### src/rtl/pipeline_controller.sv
// Hazard/sequencing controller: stall, flush, redirect, bubbles, freeze, HALT drain.
// Latency: control outputs are combinational (same cycle); halted/state/counters are registered.
// Backpressure: mem_busy freezes the whole pipe (stall=1) and holds the FSM until released.
module pipeline_controller #(
  parameter int unsigned LOAD_STALL_CYCLES = 1,
  parameter int unsigned DRAIN_CYCLES      = 3,
  parameter int unsigned MEM_TIMEOUT       = 255
) (
  input  logic       clk,
  input  logic       reset_n,
  input  logic       id_valid,
  input  logic       load_use,
  input  logic       ex_branch_taken,
  input  logic [7:0] ex_branch_target,
  input  logic       mem_busy,
  input  logic       halt_fetched,
  output logic       stall,
  output logic       flush,
  output logic       flush_id,
  output logic       bubble_ex,
  output logic       pc_sel,
  output logic [7:0] branch_target,
  output logic       halted,
  output logic       mem_timeout,
  output logic [15:0] stall_count,
  output logic [1:0] state
);

  localparam logic [1:0] S_RUN     = 2'd0;
  localparam logic [1:0] S_LDSTALL = 2'd1;
  localparam logic [1:0] S_DRAIN   = 2'd2;
  localparam logic [1:0] S_HALTED  = 2'd3;

  localparam logic [3:0] LD_RELOAD  = 4'(LOAD_STALL_CYCLES - 1);
  localparam logic [3:0] DRAIN_LOAD = 4'(DRAIN_CYCLES);
  localparam logic [7:0] TO_LIMIT   = 8'(MEM_TIMEOUT);
  localparam bit         LD_MULTI   = (LOAD_STALL_CYCLES > 1);

  logic [1:0]  state_q, state_d;
  logic [3:0]  cnt_q, cnt_d;
  logic [7:0]  tcnt_q, tcnt_d;
  logic        halted_q, halted_d;
  logic        mem_timeout_q, mem_timeout_d;
  logic [15:0] stall_count_q, stall_count_d;

  logic stall_c, flush_c, flush_id_c, bubble_c, pc_sel_c;
  logic lu_hit;

  assign lu_hit = load_use & id_valid;

  // FSM next state and combinational pipe controls; reset forces every control low
  always_comb begin
    state_d    = state_q;
    cnt_d      = cnt_q;
    stall_c    = 1'b0;
    flush_c    = 1'b0;
    flush_id_c = 1'b0;
    bubble_c   = 1'b0;
    pc_sel_c   = 1'b0;
    if (!reset_n) begin
      state_d = S_RUN;
      cnt_d   = 4'd0;
    end else if (state_q == S_HALTED) begin
      // Terminal state: only reset leaves, every input (mem_busy too) is ignored
      stall_c = 1'b1;
    end else if (mem_busy) begin
      // Freeze: EX is held and will re-present its events once memory is ready
      stall_c = 1'b1;
    end else begin
      case (state_q)
        S_RUN: begin
          if (ex_branch_taken) begin
            pc_sel_c   = 1'b1;
            flush_c    = 1'b1;
            flush_id_c = 1'b1;
          end else if (lu_hit) begin
            stall_c  = 1'b1;
            bubble_c = 1'b1;
            if (LD_MULTI) begin
              state_d = S_LDSTALL;
              cnt_d   = LD_RELOAD;
            end
          end else if (halt_fetched) begin
            state_d = S_DRAIN;
            cnt_d   = DRAIN_LOAD;
          end
        end
        S_LDSTALL: begin
          // EX only holds bubbles here, so a branch indication is spurious
          stall_c  = 1'b1;
          bubble_c = 1'b1;
          if (cnt_q == 4'd1) state_d = S_RUN;
          cnt_d = cnt_q - 4'd1;
        end
        S_DRAIN: begin
          if (ex_branch_taken) begin
            // An instruction older than HALT redirected: HALT was on the wrong path
            pc_sel_c   = 1'b1;
            flush_c    = 1'b1;
            flush_id_c = 1'b1;
            state_d    = S_RUN;
            cnt_d      = 4'd0;
          end else if (lu_hit) begin
            stall_c  = 1'b1;
            bubble_c = 1'b1;
            cnt_d    = DRAIN_LOAD;
          end else if (cnt_q == 4'd1) begin
            state_d = S_HALTED;
            cnt_d   = 4'd0;
          end else begin
            cnt_d = cnt_q - 4'd1;
          end
        end
        default: state_d = S_RUN;
      endcase
    end
  end

  // Debug counters: consecutive-busy timeout (saturating) and saturating stall-cycle count
  always_comb begin
    tcnt_d        = tcnt_q;
    mem_timeout_d = mem_timeout_q;
    stall_count_d = stall_count_q;
    halted_d      = (state_d == S_HALTED);
    if (state_q != S_HALTED) begin
      if (mem_busy) begin
        tcnt_d = (tcnt_q == 8'hFF) ? tcnt_q : tcnt_q + 8'd1;
        if (tcnt_d >= TO_LIMIT) mem_timeout_d = 1'b1;
      end else begin
        tcnt_d = 8'd0;
      end
    end
    if (stall_c && (stall_count_q != 16'hFFFF)) stall_count_d = stall_count_q + 16'd1;
  end

  // State registers with synchronous active-low reset
  always_ff @(posedge clk) begin
    if (!reset_n) begin
      state_q       <= S_RUN;
      cnt_q         <= 4'd0;
      tcnt_q        <= 8'd0;
      halted_q      <= 1'b0;
      mem_timeout_q <= 1'b0;
      stall_count_q <= 16'd0;
    end else begin
      state_q       <= state_d;
      cnt_q         <= cnt_d;
      tcnt_q        <= tcnt_d;
      halted_q      <= halted_d;
      mem_timeout_q <= mem_timeout_d;
      stall_count_q <= stall_count_d;
    end
  end

  assign stall         = stall_c;
  assign flush         = flush_c;
  assign flush_id      = flush_id_c;
  assign bubble_ex     = bubble_c;
  assign pc_sel        = pc_sel_c;
  assign branch_target = pc_sel_c ? ex_branch_target : 8'h00;
  assign halted        = halted_q;
  assign mem_timeout   = mem_timeout_q;
  assign stall_count   = stall_count_q;
  assign state         = state_q;

endmodule

### config.mk
export PLATFORM = sky130hd
export DESIGN_NAME = pipeline_controller
export DESIGN_NICKNAME = d
export VERILOG_FILES = /design/src/rtl/pipeline_controller.sv
export SDC_FILE = /design/constraint.sdc
export NUM_CORES = 1
export LEC_CHECK = 0
export CAP_MARGIN = 25
export CORE_MARGIN = 5
export CORE_UTILIZATION = 51
export CTS_BUF_LIST = sky130_fd_sc_hd__clkbuf_2
export DETAILED_ROUTE_END_ITERATION = 10
export GPL_TIMING_DRIVEN = 0
export PLACE_DENSITY = 0.82
export SYNTH_ARGS = -nofsm -noshare
export SYNTH_HDL_FRONTEND = slang
export SYNTH_SLANG_ARGS = --single-unit
### constraint.sdc
create_clock -name clk -period 2.8 [get_ports clk]
set_clock_uncertainty 0.2 [all_clocks]
set_input_delay 0.42 -clock clk [delete_from_list [all_inputs] [get_ports clk]]
set_output_delay 0.42 -clock clk [all_outputs]
set_load 0.05 [all_outputs]
==> results of run 1 <==
worst min-delay path by stage:
| stage | from | end | slack [ns] |
|---|---|---|---|
| final | mem_busy | tcnt_q[6]$_SDFFE_PN0N_ | 0.19 |
| after detailed placement | mem_timeout$_SDFFE_PN0P_ | mem_timeout$_SDFFE_PN0P_ | 0.26 |
| after global routing | mem_busy | tcnt_q[7]$_SDFFE_PN0N_ | 0.17 |
| after floorplan | cnt_q[2]$_SDFFE_PN0P_ | cnt_q[2]$_SDFFE_PN0P_ | 0.31 |
| after CTS | mem_busy | tcnt_q[6]$_SDFFE_PN0N_ | 0.17 |
| after global placement | mem_timeout$_SDFFE_PN0P_ | mem_timeout$_SDFFE_PN0P_ | 0.25 |
layout make-up:
class                   count  share of cell area (%)
multi-input cells         188                    50.0
plain buffers              13                    2.82
inverters                  10                    1.51
flip-flops and latches     32                    25.0
repair buffers             47                    17.1
clock inverters             2                   0.292
well taps                  48                    2.34
clock buffers               5                   0.974
cells in the mapped netlist (all sizes together), types with 2 or more instances:
cell     number  area share (%)
mux2i         6             3.0
o31ai         6             2.3
xnor2         7             3.1
a211oi        2            0.75
nor4          5             1.6
a32oi         2            0.88
dfxtp        32              32
a311oi        2            0.88
a21oi        17             4.4
buf           9             2.8
o21ai         8             2.0
and4          2            0.88
ha            8             5.0
o2111ai       2            0.88
nand2        24             4.5
and3          6             2.4
and2         10             3.3
nand3        11             3.4
nor2         19             3.6
inv           9             1.7
nand4         8             2.5
or4           4             1.5
nor3          7             2.0
clkbuf        4            0.75
a31oi         6             1.9
nor2b         4             1.3
nand2b        3            0.94
flip-flops by register name, indices dropped and copies added (netlist names):
| name | count |
|---|---|
| cnt_q | 4 |
| halted | 1 |
| mem_timeout | 1 |
| stall_count | 16 |
| state | 2 |
| tcnt_q | 8 |
timing repair:
action                                  4_1_cts  5_1_grt
gates resized for setup                      58       15
pin swaps                                     1        0
buffers inserted                              1        0
endpoints found under the setup margin       13       12
through the flow:
stage / hold WS, ns / cells / setup slack (ns) / area (sq um) / total power (uW)
final: 0.189 / 345 / 0.0901 / 2570 / 842
after global routing: 0.169 / 345 / 0.0243 / 2570 / 884
after CTS: 0.165 / 345 / 0.00748 / 2560 / 843
after detailed placement: 0.257 / 337 / -0.367 / 2540 / 641
after global placement: 0.251 / 337 / -0.378 / 2540 / 639
after floorplan: 0.313 / 243 / -0.116 / 2020 / 584
cells by family (layout without fill, tap and decap cells):
logic type	count (synthesis)	in the layout	synth area share [%]
AND/OR/NAND/NOR	109	109	31.1
flip-flops	32	32	32.1
adder cells (fa/ha/maj)	8	8	5.01
AO/OA/AOI/OAI	58	58	20.2
buffers and inverters	23	77	5.51
multiplexers	6	6	3.01
XOR/XNOR	7	7	3.07
critical path, stage by stage, from the launching register on:
cell	delay, ns
dfxtp_1	0.50
ha_4	0.24
nor2_1	0.10
a31o_4	0.27
clkinv_2	0.08
dlygate4sd2_1	0.53
report_power, final:
part / switching (uW) / internal [uW]
logic: 94.7 / 62.0
registers: 10.6 / 464
clock network: 159 / 51.4
total: 265 / 577
metal layers:
layer	share of wire, %	track usage, %
met5	0	0
met2	48	32.4
met3	5.1	3.86
met1	44	26.2
met4	2.5	9.22
==> metrics.md, run 1 <==
| Metric | Value |
|---|---|
| Post-synth cell types | 55 |
| Largest net degree at the start of global routing | 12 |
| Max clock buf depth | 2 |
| Post-Syn Nets | 266 |
| Total Routing Usage GR | 20.2% |
| Setup crit end kind | output port |
| Setup TNS | 0 ns |
| # Max-Cap Violations | 0 |
| CTS root buffer | clkbuf_2 |
| Outcome | completed |
| Tmin final | approximately 2.7 ns |
| Clock latency on the worst-skew pair | ~0.38 ns |
| R2R Path Start | tcnt_q[1]$_SDFFE_PN0N_ |
| P&R area growth vs syn | 28.7% |
| Multi-input combinational cell area | 1280 sq um |
| Hold buffer count at CTS | 0 |
| CTS Buf Count | 5 |
| Hpwl dp | 3720 um |
| Post-layout nets | 320 |
| Final WL | 4980 um |
| Fmax | about 370 MHz |
| CP Data Arrival Time | between 2 and 2.5 ns |
| Mapped Area | 2000 sq um |
| Synth Instances | 243 |
| Count of TritonRoute iterations in the first routing pass | 4 |
| Clk slew on worst S/H paths | 0.16 ns |
| Share of cells above drive strength 1 | 17.8% |
| Fin util | 69.2% |
| Worst Path Required | 2.18 ns |
| Die width | slightly above 70 um |
| Vias/cell | 5.75 |
| Routed len/inst | between 10 and 15 um |
| Antenna cells | 0 |
| Hold Fails Final Rpt | 0 |
| H-tree Lvls | 2 |
| Gp weighted congestion | 0.864 |
| Starting Density | 53.7% |
| Port-buffer cells | 46 |
| Final antenna-violating net count | 0 |
| DIE AREA | about 5300 sq um |
| Routed vias | 1,983 |
| Final Cycle Share | a little over nine tenths |
| Ports | 48 |
| Reg2Reg Setup Slack | 0.44 ns |
| Ys flop type | dfxtp_1 |
| Avg Cell Area, Syn | between 8 and 9 sq um |
| CTS tree | done |
| CP max FO | 7 |
| Final Max Slew Viols | 0 |
| Critical Path Sink | stall |
| Critical Path Source | state[1]$_SDFF_PN0_ |
| Initial antenna violation count | 0 |
| Finish-stage setup viols | 0 |
| Post-synth EDFFs | 0 |
| Actual slew at the worst max-slew pin | 0.561 ns |
| First-pass GRT wire length | 8600 um |
| Die height | approximately 73 um |
| IR drop worst, VDD | 0.239 mV |
| HP Class | input port to flop |
| Core footprint | 3720 sq um |
| Element type at the critical path start | flop |
| P_leak | 0.000931 uW |
| Vias in the first global route | 1,854 |
| FP Rows | 22 |
| Sequential element share of the synthesized area | between 30% and 40% |
| Slew headroom | between 60 and 70% |
| Most frequent cells in the layout | clkdlybuf4s50_1 (33), dfxtp_1 (31), nand2_1 (23), nor2_1 (19), a21oi_1 (16) |
| Worst Reg-to-Reg Cells | 7 |
| Most common cell after layout, fill and taps aside | clkdlybuf4s50_1 |
| FF+latch area | 642 sq um |
| CTS sink cnt | 32 |
| Hold Path Depth | 3 |
| RSZ-0062 raised after global routing | no |
| Iteration-0 DRC Markers | between 100 and 150 |
| RR Endpoint | tcnt_q[0]$_SDFFE_PN0N_ |
| Synth Register Bits | 32 |
| CP Class | flop to output port |
| GRT Residual Overflow | 0 |
| Ys Warns | 0 |
| Ys async rst share | 0% |
| Pwr dens | 328 nW/um^2 |
| DRC Markers | 0 |
| Fillers | 317 |
Power figures use the tool's default switching activity.
==> inputs of run 2 (changes only) <==
--- a/config.mk
+++ b/config.mk
@@ -12,6 +12,7 @@
 export DETAILED_ROUTE_END_ITERATION = 10
 export GPL_TIMING_DRIVEN = 0
 export PLACE_DENSITY = 0.82
+export SLEW_MARGIN = 20
 export SYNTH_ARGS = -nofsm -noshare
 export SYNTH_HDL_FRONTEND = slang
 export SYNTH_SLANG_ARGS = --single-unit
==> results of run 2 <==
No change in the layout: final DEF, timing and power equal those of run 1.
